<file path="config.mk">
export PLATFORM = sky130hd
export DESIGN_NAME = rx_stream_mux_flat
export DESIGN_NICKNAME = d
export VERILOG_FILES = /design/src/rtl/rx_stream_mux_if.sv /design/src/rtl/rx_stream_mux.sv /design/src/flat_wrapper.sv
export SDC_FILE = /design/constraint.sdc
export NUM_CORES = 1
export LEC_CHECK = 0
export BUFFER_PORTS_ARGS = -buffer_cell sky130_fd_sc_hd__buf_2
export CAP_MARGIN = 20
export CORE_MARGIN = 2
export CORE_UTILIZATION = 30
export CTS_BUF_LIST = sky130_fd_sc_hd__clkbuf_4
export DETAILED_ROUTE_END_ITERATION = 10
export GPL_TIMING_DRIVEN = 0
export HOLD_SLACK_MARGIN = 0.1
export PLACE_DENSITY = 0.57
export SYNTH_ARGS = -nofsm -noshare
export SYNTH_HDL_FRONTEND = slang
export SYNTH_SLANG_ARGS = --single-unit
</file>
<file path="constraint.sdc">
create_clock -name i_sys_clk -period 1.55 [get_ports i_sys_clk]
set_input_delay 0.2325 -clock i_sys_clk [delete_from_list [all_inputs] [get_ports i_sys_clk]]
set_output_delay 0.2325 -clock i_sys_clk [all_outputs]
set_load 0.05 [all_outputs]
</file>
<file path="src/rtl/rx_stream_mux_if.sv">
// Handshake and bus bundle between the RX FIFO read ports, the register block
// and the SMI byte stream. master = the mux side, slave = its environment.
interface rx_stream_mux_if #(
  parameter int NUM_CH   = 2,
  parameter int SAMPLE_W = 32,
  parameter int BYTE_W   = 8,
  parameter int CH_W     = (NUM_CH > 1) ? $clog2(NUM_CH) : 1
);
  logic [1:0]               i_mode;
  logic [CH_W-1:0]          i_ch_sel;
  logic [NUM_CH-1:0]        i_fifo_empty;
  logic [NUM_CH-1:0]        i_fifo_full;
  logic [NUM_CH*SAMPLE_W-1:0] i_fifo_data;
  logic [NUM_CH-1:0]        o_fifo_pull;
  logic [BYTE_W-1:0]        o_byte;
  logic                     o_byte_valid;
  logic                     i_byte_ready;
  logic                     o_first;
  logic [CH_W-1:0]          o_ch_id;
  logic                     i_clear_flags;
  logic [NUM_CH-1:0]        o_overflow;
  logic                     o_busy;

  modport master (
    input  i_mode, i_ch_sel, i_fifo_empty, i_fifo_full, i_fifo_data,
           i_byte_ready, i_clear_flags,
    output o_fifo_pull, o_byte, o_byte_valid, o_first, o_ch_id,
           o_overflow, o_busy
  );

  modport slave (
    output i_mode, i_ch_sel, i_fifo_empty, i_fifo_full, i_fifo_data,
           i_byte_ready, i_clear_flags,
    input  o_fifo_pull, o_byte, o_byte_valid, o_first, o_ch_id,
           o_overflow, o_busy
  );
endinterface

</file>
<file path="src/rtl/rx_stream_mux.sv">
// N-channel RX sample reader: pulls whole samples from one channel or round-robin,
// serialises them MSB byte first with channel tag, and tracks sticky overflow flags.
module rx_stream_mux #(
  parameter int NUM_CH      = 2,
  parameter int SAMPLE_W    = 32,
  parameter int BYTE_W      = 8,
  parameter int FIFO_RD_LAT = 1,
  parameter int CH_W        = (NUM_CH > 1) ? $clog2(NUM_CH) : 1
) (
  input  logic                i_sys_clk,
  input  logic                i_reset,
  rx_stream_mux_if.master     bus
);
  localparam int NB    = SAMPLE_W / BYTE_W;
  localparam int IDX_W = (NB > 1) ? $clog2(NB) : 1;

  typedef enum logic [1:0] {IDLE, WAIT, SHIFT} state_t;

  state_t                state_q, state_d;
  logic [CH_W-1:0]       ch_id_q, rr_ptr_q, pick_ch, cand;
  logic                  pick_ok;
  logic [SAMPLE_W-1:0]   shift_q;
  logic [IDX_W-1:0]      idx_q;
  logic [1:0]            lat_q;
  logic [NUM_CH-1:0]     ovf_q, pull_vec;
  logic                  last_wait, byte_take, last_byte;

  // Channel selection; mode and channel select only matter while IDLE
  always_comb begin
    pick_ok = 1'b0;
    pick_ch = '0;
    cand    = '0;
    if (bus.i_mode == 2'd1) begin
      if (int'(bus.i_ch_sel) < NUM_CH && !bus.i_fifo_empty[bus.i_ch_sel]) begin
        pick_ok = 1'b1;
        pick_ch = bus.i_ch_sel;
      end
    end else if (bus.i_mode == 2'd2) begin
      for (int i = 1; i <= NUM_CH; i++) begin
        cand = CH_W'((int'(rr_ptr_q) + i) % NUM_CH);
        if (!pick_ok && !bus.i_fifo_empty[cand]) begin
          pick_ok = 1'b1;
          pick_ch = cand;
        end
      end
    end
  end

  always_comb begin
    state_d   = state_q;
    pull_vec  = '0;
    last_wait = (lat_q == 2'(FIFO_RD_LAT - 1));
    byte_take = (state_q == SHIFT) && bus.i_byte_ready;
    last_byte = (idx_q == IDX_W'(NB - 1));
    case (state_q)
      IDLE: begin
        if (pick_ok) begin
          state_d = WAIT;
          if (!i_reset) pull_vec[pick_ch] = 1'b1;
        end
      end
      WAIT:    if (last_wait) state_d = SHIFT;
      SHIFT:   if (byte_take && last_byte) state_d = IDLE;
      default: state_d = IDLE;
    endcase
  end

  always_ff @(posedge i_sys_clk or posedge i_reset) begin
    if (i_reset) state_q <= IDLE;
    else         state_q <= state_d;
  end

  // Pull -> WAIT (read latency) -> SHIFT; the shift register drains MSB first
  always_ff @(posedge i_sys_clk or posedge i_reset) begin
    if (i_reset) begin
      ch_id_q  <= '0;
      rr_ptr_q <= CH_W'(NUM_CH - 1);
      shift_q  <= '0;
      idx_q    <= '0;
      lat_q    <= '0;
    end else begin
      case (state_q)
        IDLE: begin
          if (pick_ok) begin
            ch_id_q <= pick_ch;
            lat_q   <= '0;
            idx_q   <= '0;
            if (bus.i_mode == 2'd2) rr_ptr_q <= pick_ch;
          end
        end
        WAIT: begin
          if (last_wait) shift_q <= bus.i_fifo_data[int'(ch_id_q)*SAMPLE_W +: SAMPLE_W];
          else           lat_q   <= lat_q + 2'd1;
        end
        SHIFT: begin
          if (byte_take) begin
            shift_q <= shift_q << BYTE_W;
            idx_q   <= idx_q + 1'b1;
          end
        end
        default: ;
      endcase
    end
  end

  // A full seen in the same cycle as a clear keeps its flag set
  always_ff @(posedge i_sys_clk or posedge i_reset) begin
    if (i_reset) ovf_q <= '0;
    else         ovf_q <= (ovf_q & ~{NUM_CH{bus.i_clear_flags}}) | bus.i_fifo_full;
  end

  assign bus.o_fifo_pull  = pull_vec;
  assign bus.o_byte       = shift_q[SAMPLE_W-1 -: BYTE_W];
  assign bus.o_byte_valid = (state_q == SHIFT);
  assign bus.o_first      = (state_q == SHIFT) && (idx_q == '0);
  assign bus.o_ch_id      = ch_id_q;
  assign bus.o_overflow   = ovf_q;
  assign bus.o_busy       = (state_q != IDLE);
endmodule

</file>
<file path="src/flat_wrapper.sv">
// flat-port wrapper written by rule: the top's interface ports become plain ports
module rx_stream_mux_flat 
#(
  parameter int NUM_CH      = 2,
  parameter int SAMPLE_W    = 32,
  parameter int BYTE_W      = 8,
  parameter int FIFO_RD_LAT = 1,
  parameter int CH_W        = (NUM_CH > 1) ? $clog2(NUM_CH) : 1
)
  (i_sys_clk, i_reset, bus_i_mode, bus_i_ch_sel, bus_i_fifo_empty, bus_i_fifo_full, bus_i_fifo_data, bus_i_byte_ready, bus_i_clear_flags, bus_o_fifo_pull, bus_o_byte, bus_o_byte_valid, bus_o_first, bus_o_ch_id, bus_o_overflow, bus_o_busy);
  rx_stream_mux_if #(.NUM_CH(NUM_CH), .SAMPLE_W(SAMPLE_W), .BYTE_W(BYTE_W), .CH_W(CH_W)) bus_i ();
  input  logic i_sys_clk;
  input  logic i_reset;
  input wire logic [$bits(bus_i.i_mode)-1:0] bus_i_mode;
  input wire logic [$bits(bus_i.i_ch_sel)-1:0] bus_i_ch_sel;
  input wire logic [$bits(bus_i.i_fifo_empty)-1:0] bus_i_fifo_empty;
  input wire logic [$bits(bus_i.i_fifo_full)-1:0] bus_i_fifo_full;
  input wire logic [$bits(bus_i.i_fifo_data)-1:0] bus_i_fifo_data;
  input wire logic [$bits(bus_i.i_byte_ready)-1:0] bus_i_byte_ready;
  input wire logic [$bits(bus_i.i_clear_flags)-1:0] bus_i_clear_flags;
  output wire logic [$bits(bus_i.o_fifo_pull)-1:0] bus_o_fifo_pull;
  output wire logic [$bits(bus_i.o_byte)-1:0] bus_o_byte;
  output wire logic [$bits(bus_i.o_byte_valid)-1:0] bus_o_byte_valid;
  output wire logic [$bits(bus_i.o_first)-1:0] bus_o_first;
  output wire logic [$bits(bus_i.o_ch_id)-1:0] bus_o_ch_id;
  output wire logic [$bits(bus_i.o_overflow)-1:0] bus_o_overflow;
  output wire logic [$bits(bus_i.o_busy)-1:0] bus_o_busy;
  assign bus_i.i_mode = bus_i_mode;
  assign bus_i.i_ch_sel = bus_i_ch_sel;
  assign bus_i.i_fifo_empty = bus_i_fifo_empty;
  assign bus_i.i_fifo_full = bus_i_fifo_full;
  assign bus_i.i_fifo_data = bus_i_fifo_data;
  assign bus_i.i_byte_ready = bus_i_byte_ready;
  assign bus_i.i_clear_flags = bus_i_clear_flags;
  assign bus_o_fifo_pull = bus_i.o_fifo_pull;
  assign bus_o_byte = bus_i.o_byte;
  assign bus_o_byte_valid = bus_i.o_byte_valid;
  assign bus_o_first = bus_i.o_first;
  assign bus_o_ch_id = bus_i.o_ch_id;
  assign bus_o_overflow = bus_i.o_overflow;
  assign bus_o_busy = bus_i.o_busy;
  rx_stream_mux #(.NUM_CH(NUM_CH), .SAMPLE_W(SAMPLE_W), .BYTE_W(BYTE_W), .FIFO_RD_LAT(FIFO_RD_LAT), .CH_W(CH_W)) u_core (.i_sys_clk(i_sys_clk), .i_reset(i_reset), .bus(bus_i));
endmodule
</file>
== After elaboration in Yosys (flattened, before gate mapping) ==
Cells that the tools add are included.
Operators by class
  reductions and logical operators: 20
  order comparisons: 5
  $add $sub $neg: 4
  mux-type cells: 35
  divide/modulo/power cells: 0
  bitwise operators: 3
  equality and inequality tests: 10
  multiply operators: 0
  shift operators: 1
Operators with widths (number)
  two-way mux 32 bit: 2
  case mux 32 bit (2 select lines): 1
  indexed part select 64 x 7 -> 32 bit: 1
  two-way mux 1 bit: 19
  two-way mux 2 bit: 9
  AND reduction 3 bit: 5
  < comparator 1 x 2 -> 1 bit (second input constant): 4
  inequality test 2 x 1 -> 1 bit (second input constant): 4
  case mux 2 bit (2 select lines): 2
  nonzero test 2 bit: 4
  == test 2 bit (second input constant): 3
  logical NOT 2 bit: 3
  case mux 2 bit (3 select lines): 1
  logical AND 1 bit: 5
  adder 2 x 1 -> 2 bit (second input constant): 2
  == test 2 x 1 -> 1 bit (second input constant): 2
  adder 1 bit (second input constant): 2
  AND 2 bit: 1
  logical NOT 1 bit: 2
  inequality test 2 bit (second input constant): 1
  NOT 2 bit: 1
  bitwise OR 2 bit: 1
  AND reduction 2 bit: 1
  demux 1 bit (select 1 bit): 1
  greater-or-equal comparator 1 bit (second input constant): 1
Word-level totals
  word-level logic and storage cells: 85
  output and inout port bits: 16
  ROM bits: 0
  register bits after elaboration: 42
  bits in writable memories: 0
  input port bits: 75
  memories kept: 0
  bits in latches: 0

== Logic depth before layout (Yosys ltp) ==
Gate-level depths: netlist of the first run.
  depth in word-level cells: 18
  mapped depth: 7
  depth with buffers taken out: 6

== Worst setup path before layout of the first run ==
No wires, ideal clock.
  path type: input-to-output
  start point: in bus_i_ch_sel
  end point: out bus_o_fifo_pull[1]
  buffers on the path: 0
  setup slack: -0.740 ns
  stages: 4
  arrival time: 2.057 ns
  data required time: 1.317 ns
  cells stage by stage: or3b_1 -> a21oi_2 -> o21ai_2 -> nor3b_1
On the way
  cells in the longest elaborated chain, start to end: 11
  elaborated cells between the ends (all ways): 14
  those cells by class: order compare (2); mux (11); reduce/logical (1)
Ends and longest elaborated chain
  start, declared: line flat_wrapper.sv:15  | input wire logic [$bits(bus_i.i_ch_sel)-1:0] bus_i_ch_sel;
  two-way mux 1 bit (not written as such) (2 in series): line rx_stream_mux.sv:34  | if (int'(bus.i_ch_sel) < NUM_CH && !bus.i_fifo_empty[bus.i_ch_sel]) begin
  two-way mux 1 bit: line rx_stream_mux.sv:34
  two-way mux 1 bit: line rx_stream_mux.sv:33  | if (bus.i_mode == 2'd1) begin
  < comparator 1 x 2 -> 1 bit (not written as such) / greater-or-equal comparator 1 bit (equally long branches): line rx_stream_mux.sv:59  | if (!i_reset) pull_vec[pick_ch] = 1'b1;
  logical AND 1 bit (not written as such): line rx_stream_mux.sv:59
  two-way mux 1 bit (not written as such): line rx_stream_mux.sv:59
  demux 1 bit (select 1 bit)
  two-way mux 2 bit: line rx_stream_mux.sv:59
  two-way mux 2 bit *: line rx_stream_mux.sv:57  | if (pick_ok) begin
  two-way mux 2 bit *: line rx_stream_mux.sv:55  | case (state_q)
  end, declared: line flat_wrapper.sv:21  | output wire logic [$bits(bus_i.o_fifo_pull)-1:0] bus_o_fifo_pull;
Mark *: on every way between the ends. The rest lies on a longest branch, timed or not. The select of a mux whose other input is x is not followed.

== Worst setup path in the final report of the first run ==
  start point: reg u_core.rr_ptr_q
  end point: out bus_o_fifo_pull[0]
On the way
  cells in the longest elaborated chain, start to end: 18
  elaborated cells between the ends (all ways): 27
  those cells by class: add/sub (2); order compare (2); mux (19); reduce/logical (4)
Ends and longest elaborated chain
  start, declared: line rx_stream_mux.sv:20  | logic [CH_W-1:0] ch_id_q, rr_ptr_q, pick_ch, cand;
  start signal, assigned: line rx_stream_mux.sv:77  | rr_ptr_q <= CH_W'(NUM_CH - 1);
  start signal, assigned: line rx_stream_mux.sv:88  | if (bus.i_mode == 2'd2) rr_ptr_q <= pick_ch;
  adder 1 bit: line rx_stream_mux.sv:40  | cand = CH_W'((int'(rr_ptr_q) + i) % NUM_CH);
  two-way mux 1 bit (not written as such) (2 in series): line rx_stream_mux.sv:41  | if (!pick_ok && !bus.i_fifo_empty[cand]) begin
  two-way mux 1 bit: line rx_stream_mux.sv:41
  two-way mux 1 bit: line rx_stream_mux.sv:38  | end else if (bus.i_mode == 2'd2) begin
  two-way mux 1 bit: line rx_stream_mux.sv:33
  logical NOT 1 bit: line rx_stream_mux.sv:41
  logical AND 1 bit: line rx_stream_mux.sv:41
  two-way mux 1 bit: line rx_stream_mux.sv:41
  two-way mux 1 bit: line rx_stream_mux.sv:38
  two-way mux 1 bit: line rx_stream_mux.sv:33
  < comparator 1 x 2 -> 1 bit (not written as such) / greater-or-equal comparator 1 bit (equally long branches): line rx_stream_mux.sv:59
  logical AND 1 bit (not written as such): line rx_stream_mux.sv:59
  two-way mux 1 bit (not written as such): line rx_stream_mux.sv:59
  demux 1 bit (select 1 bit)
  two-way mux 2 bit: line rx_stream_mux.sv:59
  two-way mux 2 bit *: line rx_stream_mux.sv:57
  two-way mux 2 bit *: line rx_stream_mux.sv:55
Marks and branches as above.

==> results of run 1 <==
cell type report:
cell class / instances / area, µm² / area share
Multi-Input combinational cell: 193 / 1320 / 0.377
Clock buffer: 5 / 37.5 / 0.0107
Clock inverter: 2 / 10.0 / 0.00286
Timing Repair Buffer: 112 / 682 / 0.195
Sequential cell: 42 / 1050 / 0.301
Inverter: 8 / 30.0 / 0.00858
Tap cell: 102 / 128 / 0.0365
Buffer: 26 / 239 / 0.0683
layout by cell type (no fill, tap or decap), types with 2 or more instances in the layout:
cell type | netlist | final
o21ai_0 | 14 | 11
mux2i_1 | 32 | 32
nand3b_1 | 2 | 2
clkbuf_4 | 0 | 6
buf_12 | 0 | 3
a2bb2oi_4 | 1 | 3
a22oi_1 | 3 | 3
nand2_1 | 37 | 36
inv_2 | 0 | 5
dfrtp_1 | 41 | 40
o21ai_1 | 14 | 16
a21oi_1 | 27 | 26
nor2_1 | 27 | 26
buf_4 | 11 | 18
buf_2 | 15 | 93
inv_1 | 8 | 3
dlygate4sd3_1 | 0 | 3
a21o_1 | 2 | 2
o31ai_1 | 11 | 10
clkinv_2 | 0 | 2
buf_6 | 0 | 18
ha_1 | 3 | 2
o21ai_4 | 0 | 2
registers in the layout, summed over array words and instances, names as in the netlist:
register / flops
u_core.shift_q: 32
u_core.rr_ptr_q: 1
u_core.bus.o_overflow: 2
u_core.idx_q: 2
u_core.bus.o_ch_id: 1
u_core.lat_q: 2
u_core.state_q: 2
worst min path at each step:
stage	end	cells after the start
final	u_core.bus.o_overflow[1]	3
after global placement	u_core.bus.o_overflow[1]	2
after CTS	u_core.bus.o_overflow[1]	3
after global routing	u_core.bus.o_overflow[1]	3
after detailed placement	u_core.lat_q[0]	2
after floorplan	u_core.bus.o_overflow[0]	1
report_power, final:
group	internal, W	total [W]	switching (W)
registers	0.00160	0.00186	0.000264
logic	0.00200	0.00446	0.00247
clock network	0.000164	0.000539	0.000375
total	0.00376	0.00687	0.00311
cells by family (layout without fill, tap and decap cells):
| group | count (synthesis) | count (layout) | synth area share |
|---|---|---|---|
| compound gates | 78 | 80 | 0.196 |
| fa+ha+maj | 3 | 3 | 0.0155 |
| buf+inv | 35 | 153 | 0.0790 |
| flops | 42 | 42 | 0.434 |
| mux | 34 | 34 | 0.143 |
| simple gates | 76 | 76 | 0.133 |
layer usage:
| metal | up-vias | GRT usage | routed length (µm) |
|---|---|---|---|
| li1 | 1168 | - | - |
| met1 | 1075 | 0.209 | 3190 |
| met2 | 65 | 0.279 | 3380 |
| met3 | 5 | 0.0281 | 388 |
| met4 | 0 | 0.0362 | 51 |
| met5 | - | 0 | 0 |
worst max-delay path: stages (launching register included):
cell and delay, ns:
dfstp_2 0.56, inv_2 0.04, o21ai_4 0.13, a21oi_4 0.09
nor3_4 0.17, buf_6 0.18
timing repair:
action                                  CTS  global route
cloned                                    0             7
pin swaps                                 5             2
hold buffers                              3             0
buffers inserted                         11             4
resized for setup                        34            30
endpoints found under the hold margin    44             0
endpoints found under the setup margin   37            38
through the flow:
stage	hold slack, ns	util	std cells
after detailed placement	0.194	0.395	461
final	0.150	0.451	490
after CTS	0.142	0.428	480
after global placement	0.413	0.392	460
after global routing	0.164	0.451	490
after floorplan	0.325	-	268
==> run_results.csv, run 1 <==
group,metric,value,unit
place,dp_worst_setup_slack,-0.244,ns
clock_network,clock_latency,0.36,ns
sta,setup-violations-final,5,
setup_path,cp_max_fo,4,
global_route,grt_max_degree,38,
routing,num_vias,2313,
finish,fin_area,0.00350,mm²
place,port_buffers,90,
setup_path,worstRegToRegCells,7,
routing,wl_per_cell,14.3,µm
run_status,outcome,"finished, violations left",
finish,drive_above_1_share,0.428,
routing,postRouteWirelength,7010,µm
yosys,synthTopCellsByCount,"dfrtp_1 (41), nand2_1 (37), mux2i_1 (32)",
setup_path,critical_path.endpoint_type,"primary output",
clock_network,clkSinkCount,42,
job,max_cap_violations,0,
yosys,synth.distinct_cells,35,
sta,finalHoldViolCount,0,
sta,period_needed,1.77,ns
yosys,syn_area,0.00242,mm²
finish,fin_nets,466,
setup_path,worstSetupPathType,"reg -> out",
routing,routed_via_density,4.72,
yosys,ys_top_cells_by_area,"dfrtp_1 (42%), mux2i_1 (13%), nand2_1 (5.7%)",
yosys,seq_area_frac_synth,0.434,
routing,postRouteAntennaNets,0,
global_route,first_global_vias,2318,
sta,max_freq,566,MHz
yosys,yosysMostFrequentCell,"dfrtp_1",
routing,drtPass1Iterations,4,
yosys,synth_edf_count,0,
run_status,failed_checks,"setup timing",
global_route,grt_usage,0.161,
sta,tightest_slew,0.309,ns
setup_path,startpoint,"u_core.rr_ptr_q",
hold_path,worstHoldStart,"bus_i_clear_flags",
yosys,syn-num-nets,346,
setup_path,r2r_start,"u_core.state_q[1]",
sta,rsz0062_at_grt,"true",
pwr,fin_total_pwr,0.00687,W
floorplan,pin_count,91,
floorplan,die_h,93.9,µm
global_route,antenna_found_initial,0,
place,dp_hpwl,4820,µm
yosys,avgSynthCellArea,9.04,µm²
floorplan,dieWidth,93.9,µm
global_route,grt_pass1_wl,11100,µm
sta,tns,-0.785,ns
sta,maxSlewHeadroom,0.794,
pwr,power_leakage,1.68,nW
yosys,synth_top_area_share,0.423,
yosys,ys_ff_latch,42,
setup_path,required,1.32,ns
sta,drv_slew,0,
floorplan,start_util,0.312,
setup_path,crit_end,"bus_o_fifo_pull[0]",
clock_network,clockBufferDepth,2,
clock_network,clk_pin_slew,0.13,ns
floorplan,core-area,0.00777,mm²
pwr,peakVddDrop,0.875,mV
sta,clock_skew,0.00825,ns
sta,timing.final.ws_setup,-0.216,ns
yosys,syn_inst,268,
sta,timing.final.crit_share,1.14,
clock_network,cts_buffers,5,
yosys,yosysTopAreaCell,"dfrtp_1",
setup_path,arrival,1.53,ns
finish,fill_cells,811,
finish,area_delta_synth_final,44.4,%
place,placed_area,0.00307,mm²
floorplan,dieArea,0.00881,mm²
routing,drt-initial-drc-count,114,
yosys,async_flop_share,1.00,
yosys,synth-main-ff-cell,"dfrtp_1",
clock_network,cts_tree,"done",
routing,drc_errors,0,
pwr,power_density,1960,mW/mm²
finish,antenna_cells,0,
yosys,yosysWarnings,0,
setup_path,reg2reg_to,"u_core.shift_q[14]",
place,gp_congestion,0.782,
global_route,gr-total-overflow,0,
setup_path,worstSetupStartpointType,"flop",
hold_path,hold_class,"in -> reg",
setup_path,r2r_slack,0.07,ns
clock_network,clock-root-buffer,"clkbuf_4",
floorplan,rows,32,
clock_network,h-tree-depth,2,
Power figures use the tool's default switching activity.
==> inputs of run 2 (changes only) <==
Settings changed: ABC_AREA from default to 1, SLEW_MARGIN from default to 20.
==> run_results.csv, run 2 <==
group,metric,value,unit
global_route,grt_pass1_wl,11700,µm
setup_path,worstSetupStartpointType,"flop",
pwr,combPwrFrac,0.610,
yosys,yosysTopAreaCell,"dfrtp_1",
run_status,outcome,"finished, violations left",
setup_path,worstRegToRegCells,7,
floorplan,pin_count,91,
setup_path,critical_path.endpoint_type,"primary output",
finish,largest_register_ffs,32,
yosys,syn_area,0.00243,mm²
place,gp_congestion,0.814,
place,placed_area,0.00304,mm²
yosys,yosysMostFrequentCell,"nand2_1",
clock_network,cts_tree,"done",
yosys,async_flop_share,1.00,
finish,layout_common_cells,"nand2_1 (125), buf_2 (90), dfrtp_1 (39), nand3_1 (32), buf_4 (27)",
yosys,synthTopCellsByCount,"nand2_1 (125), dfrtp_1 (41), nand3_1 (33)",
run_status,failed_checks,"setup timing",
setup_path,cp_max_fo,3,
yosys,synth_edf_count,0,
pwr,power_density,1860,mW/mm²
yosys,ys_ff_latch,42,
yosys,avgSynthCellArea,7.49,µm²
routing,drt-initial-drc-count,136,
clock_network,clockBufferDepth,2,
sta,timing.final.crit_share,1.10,
hold_path,hold_class,"in -> reg",
yosys,syn-num-nets,403,
setup_path,path_depth,6,
clock_network,clk_pin_slew,0.12,ns
yosys,yosysWarnings,0,
sta,timing.final.ws_setup,-0.159,ns
routing,num_vias,2492,
floorplan,dieArea,0.00885,mm²
routing,drc_errors,0,
sta,rsz0062_at_grt,"true",
sta,max_freq,585,MHz
floorplan,die_h,94.1,µm
clock_network,cts_buffers,5,
sta,period_needed,1.71,ns
routing,routed_via_density,4.56,
finish,fin_nets,522,
setup_path,critPathBufInv,2,
setup_path,cp_slowest_stage_delay,0.39,ns
pwr,fin_total_pwr,0.00627,W
sta,clock_skew,0.0101,ns
global_route,grt_usage,0.173,
pwr,power_leakage,1.82,nW
sta,tightest_slew,0.537,ns
global_route,grt_max_degree,22,
pwr,p_seq_frac,0.300,
yosys,synth.distinct_cells,22,
sta,finalHoldViolCount,0,
yosys,synth_top_area_share,0.421,
yosys,synth-main-ff-cell,"dfrtp_1",
setup_path,crit_slowest_cell,"dfstp_2",
finish,regMostFlops,"u_core.shift_q",
yosys,seq_area_frac_synth,0.432,
clock_network,clock-root-buffer,"clkbuf_4",
pwr,peakVddDrop,0.967,mV
pwr,switchingPower,0.00299,W
floorplan,core-area,0.00781,mm²
routing,postRouteWirelength,7310,µm
pwr,clock_power_share,0.090,
clock_network,clkSinkCount,42,
global_route,gr-total-overflow,0,
setup_path,worstSetupPathType,"reg -> out",
yosys,ys_top_cells_by_area,"dfrtp_1 (42%), nand2_1 (19%), o211ai_1 (7.4%)",
place,dp_worst_setup_slack,-0.529,ns
hold_path,hold_depth,3,
global_route,antenna_found_initial,0,
finish,area_delta_synth_final,38.7,%
global_route,first_global_vias,2432,
sta,maxSlewHeadroom,0.642,
finish,fill_cells,812,
floorplan,dieWidth,94.1,µm
yosys,syn_inst,325,
setup_path,path_delay_family,"flip-flops",
finish,fin_area,0.00338,mm²
floorplan,start_util,0.312,
job,max_cap_violations,0,
clock_network,h-tree-depth,2,
finish,utilization,0.433,
sta,whs,0.157,ns
routing,wl_per_cell,13.4,µm
clock_network,clock_latency,0.36,ns
pwr,p_int,0.00328,W
setup_path,critPathMostFrequentCell,"nor2_4",
setup_path,path_cells,"inv_2 > nor2_4 > o21ai_2 > nand2_1 > nor2_4 > buf_6",
place,dp_hpwl,5150,µm
sta,drv_slew,0,
finish,drive_above_1_share,0.378,
setup_path,required,1.32,ns
place,port_buffers,90,
setup_path,arrival,1.48,ns
floorplan,rows,32,
routing,drtPass1Iterations,4,
finish,layout_commonest_cell,"nand2_1",
routing,postRouteAntennaNets,0,
finish,antenna_cells,0,
sta,setup-violations-final,3,
pwr,swShare,0.477,
run 2: layout make-up:
type,instances,area (µm²),share of cell area
sequential,42,1050,0.312
multi-input combinational,236,1200,0.354
buffer,26,183,0.0541
clock buffer,7,52.6,0.0156
clock inverter,1,3.75,0.00111
inverter,20,81.3,0.0241
timing repair buffer,112,672,0.199
tap,102,128,0.0378
timing repair inverter,1,7.51,0.00222
run 2: path summary, 6_finish.rpt:
path / from / end / slack, ns
hold / removal: bus_i_fifo_data[38] / u_core.shift_q[6] / 0.16
setup / recovery: u_core.rr_ptr_q / bus_o_fifo_pull[1] / -0.16
min in group asynchronous: i_reset / u_core.shift_q[17] / 0.55
hold reg to reg: u_core.shift_q[18] / u_core.shift_q[18] / 0.50
setup reg to reg: u_core.state_q[0] / u_core.shift_q[21] / 0.06
max in group asynchronous: i_reset / u_core.state_q[1] / 0.53
run 2: per-layer routing:
| metal | routed length (µm) | vias to the layer above | GRT usage |
|---|---|---|---|
| li1 | - | 1293 | - |
| met1 | 3430 | 1123 | 0.226 |
| met2 | 3470 | 69 | 0.293 |
| met3 | 322 | 7 | 0.0297 |
| met4 | 89 | 0 | 0.0519 |
| met5 | 0 | - | 0 |
run 2: through the flow:
step / setup TNS, ns / instances
2_1_floorplan: -0.0176 / 325
3_3_place_gp: -1.10 / 517
3_5_place_dp: -1.10 / 517
4_1_cts: -0.331 / 541
5_1_grt: -0.680 / 547
6_report: -0.411 / 547
run 2: logic make-up (layout without fill, tap and decap cells):
family          count (synthesis)  in the layout  share of synthesized area
fa+ha+maj                       3              3                     0.0154
flops                          42             42                      0.432
simple gates                  188            188                      0.320
compound gates                 45             45                      0.133
buf+inv                        47            167                      0.100
run 2: what timing repair did:
| action | 4_1_cts | 5_1_grt |
|---|---|---|
| setup endpoints to repair | 15 | 36 |
| cloned | 1 | 0 |
| resized for setup | 28 | 14 |
| pin swaps | 6 | 2 |
| endpoints found under the hold margin | 23 | 20 |
| hold buffers | 4 | 2 |
| buffers inserted | 11 | 5 |
run 2: power by group through the flow:
stage | combinational, W | clock, W | sequential [W]
3_3_place_gp | 0.00331 | 0 | 0.00189
5_1_grt | 0.00423 | 0.000632 | 0.00194
3_5_place_dp | 0.00335 | 0 | 0.00189
2_1_floorplan | 0.00254 | 0 | 0.00185
4_1_cts | 0.00372 | 0.000576 | 0.00188
6_report | 0.00383 | 0.000563 | 0.00188
run 2: worst register-to-register path, cell delays in order (launching register included):
cell      delay [ns]
dfrtp_2         0.48
nor2_4          0.14
inv_2           0.07
buf_4           0.14
buf_6           0.13
buf_4           0.17
o211ai_1        0.17
nand2_1         0.08
==> inputs of run 3 (changes only) <==
Settings changed: SETUP_SLACK_MARGIN from default to 0.5.
==> run_results.csv, run 3 (same netlist as run 2, synthesis figures left out) <==
group,metric,value,unit
run_status,outcome,"finished, violations left",
run_status,failed_checks,"hold timing, setup timing",
routing,wl_per_cell,14.8,µm
sta,finalHoldViolCount,41,
setup_path,path_delay_family,"flip-flops",
place,dp_hpwl,5130,µm
finish,fin_area,0.00444,mm²
setup_path,critPathBufInv,3,
pwr,combPwrFrac,0.702,
clock_network,clock_latency,0.37,ns
pwr,p_int,0.00519,W
hold_path,hold_class,"in -> async",
finish,fin_nets,544,
floorplan,core-area,0.00781,mm²
setup_path,cp_max_fo,3,
global_route,grt_usage,0.201,
sta,timing.final.crit_share,1.07,
finish,multiInputGateArea,0.00153,mm²
clock_network,cts_buffers,5,
place,port_buffers,90,
sta,drv_slew,0,
sta,tightest_slew,0.553,ns
sta,period_needed,1.67,ns
place,placed_area,0.00326,mm²
clock_network,clock-root-buffer,"clkbuf_4",
finish,regMostFlops,"u_core.shift_q",
global_route,grt_pass1_wl,13700,µm
routing,routed_via_density,4.84,
clock_network,hold_buffers,3,
place,gp_congestion,0.841,
floorplan,rows,32,
setup_path,path_cells,"nor2_4 > inv_2 > clkbuf_8 > nor2_4 > buf_6",
setup_path,startpoint,"u_core.state_q[0]",
setup_path,cp_slowest_stage_delay,0.47,ns
finish,antenna_cells,0,
place,dp_worst_setup_slack,-0.497,ns
pwr,fin_total_pwr,0.00907,W
finish,area_delta_synth_final,82.3,%
global_route,first_global_vias,2800,
setup_path,crit_end,"bus_o_first",
floorplan,dieWidth,94.1,µm
global_route,grt_max_degree,23,
setup_path,critical_path.endpoint_type,"primary output",
setup_path,path_depth,5,
sta,clock_skew,0.0172,ns
setup_path,reg2reg_to,"u_core.shift_q[21]",
sta,rsz0062_at_grt,"true",
routing,postRouteAntennaNets,0,
finish,utilization,0.568,
pwr,power_leakage,2.24,nW
finish,fill_cells,720,
clock_network,clkSinkCount,42,
finish,layout_commonest_cell,"nand2_1",
floorplan,dieArea,0.00885,mm²
setup_path,r2r_slack,-0.02,ns
clock_network,clk_pin_slew,0.14,ns
setup_path,worstRegToRegCells,8,
routing,num_vias,2756,
clock_network,h-tree-depth,2,
finish,regArea,0.00106,mm²
pwr,switchingPower,0.00388,W
setup_path,worstSetupPathType,"reg -> out",
routing,drc_errors,0,
sta,setup-violations-final,8,
global_route,gr-total-overflow,0,
setup_path,crit_slowest_cell,"dfrtp_2",
routing,drt-initial-drc-count,93,
floorplan,start_util,0.312,
setup_path,worstSetupStartpointType,"flop",
floorplan,pin_count,91,
pwr,peakVddDrop,0.885,mV
sta,max_freq,600,MHz
setup_path,required,1.32,ns
pwr,power_density,2040,mW/mm²
finish,layout_common_cells,"nand2_1 (85), buf_2 (75), dfrtp_1 (38), nand2_2 (33), buf_6 (28)",
sta,maxSlewHeadroom,0.631,
finish,drive_above_1_share,0.587,
setup_path,critPathMostFrequentCell,"nor2_4",
floorplan,die_h,94.1,µm
pwr,clock_power_share,0.081,
global_route,antenna_found_initial,0,
pwr,swShare,0.428,
routing,drtPass1Iterations,4,
pwr,p_seq_frac,0.217,
sta,timing.final.ws_setup,-0.115,ns
finish,largest_register_ffs,32,
routing,postRouteWirelength,8420,µm
setup_path,arrival,1.43,ns
sta,whs,-0.0441,ns
clock_network,clockBufferDepth,2,
job,max_cap_violations,0,
clock_network,cts_tree,"done",
setup_path,r2r_start,"u_core.state_q[0]",
==> run 3: final cells by class <==
| type | instances | area share |
|---|---|---|
| timing repair buffer | 133 | 0.260 |
| multi-input combinational | 236 | 0.345 |
| buffer | 27 | 0.0860 |
| clock buffer | 6 | 0.0101 |
| inverter | 20 | 0.0217 |
| clock inverter | 2 | 0.00846 |
| sequential | 42 | 0.238 |
| timing repair inverter | 1 | 0.00169 |
| tap | 102 | 0.0288 |
==> run 3: worst min path at each step <==
stage / from / to / cells after the start
after CTS: i_reset / u_core.shift_q[22] / 2
after floorplan: i_reset / u_core.bus.o_overflow[0] / 1
after global placement: bus_i_clear_flags / u_core.bus.o_overflow[0] / 2
final: i_reset / u_core.shift_q[10] / 2
after detailed placement: bus_i_fifo_full[0] / u_core.bus.o_overflow[0] / 2
after global routing: i_reset / u_core.shift_q[17] / 2
==> run 3: worst reg2reg max path, cell delays in order, from the launching register on <==
cell and delay [ns]:
dfrtp_2 0.47, nor2_4 0.15, inv_2 0.06, buf_6 0.11, buf_6 0.11, buf_8 0.13, buf_8 0.12, o211ai_1 0.22
nand2_1 0.09
==> run 3: metal layers <==
metal  global-route usage  vias up  part of all wire
met1                0.254     1315              0.41
met5                    0        -                 0
met4               0.0604        0             0.015
met2                0.352       87              0.51
met3               0.0289       10             0.058
li1                     -     1344                 -
==> run 3: repair_timing <==
action / 4_1_cts / 5_1_grt
hold endpoints to repair: 23 / 41
buffers inserted: 26 / 4
pin swaps: 50 / 25
setup endpoints to repair: 56 / 55
gates resized for setup: 147 / 15
cloned: 11 / 0
==> run 3: power groups by stage <==
stage / Sequential (W) / Combinational [W] / Clock (W)
after floorplan: 0.00187 / 0.00295 / 0
after global placement: 0.00191 / 0.00374 / 0
after detailed placement: 0.00192 / 0.00379 / 0
after CTS: 0.00195 / 0.00614 / 0.000748
after global routing: 0.00204 / 0.00678 / 0.000794
final: 0.00197 / 0.00636 / 0.000736
==> run 3: metrics by stage <==
stage / instances / setup TNS (ns)
floorplan: 325 / 0
finish: 569 / -0.396
global route: 569 / -1.16
detailed placement: 517 / -0.559
global placement: 517 / -0.558
CTS: 565 / -0.386
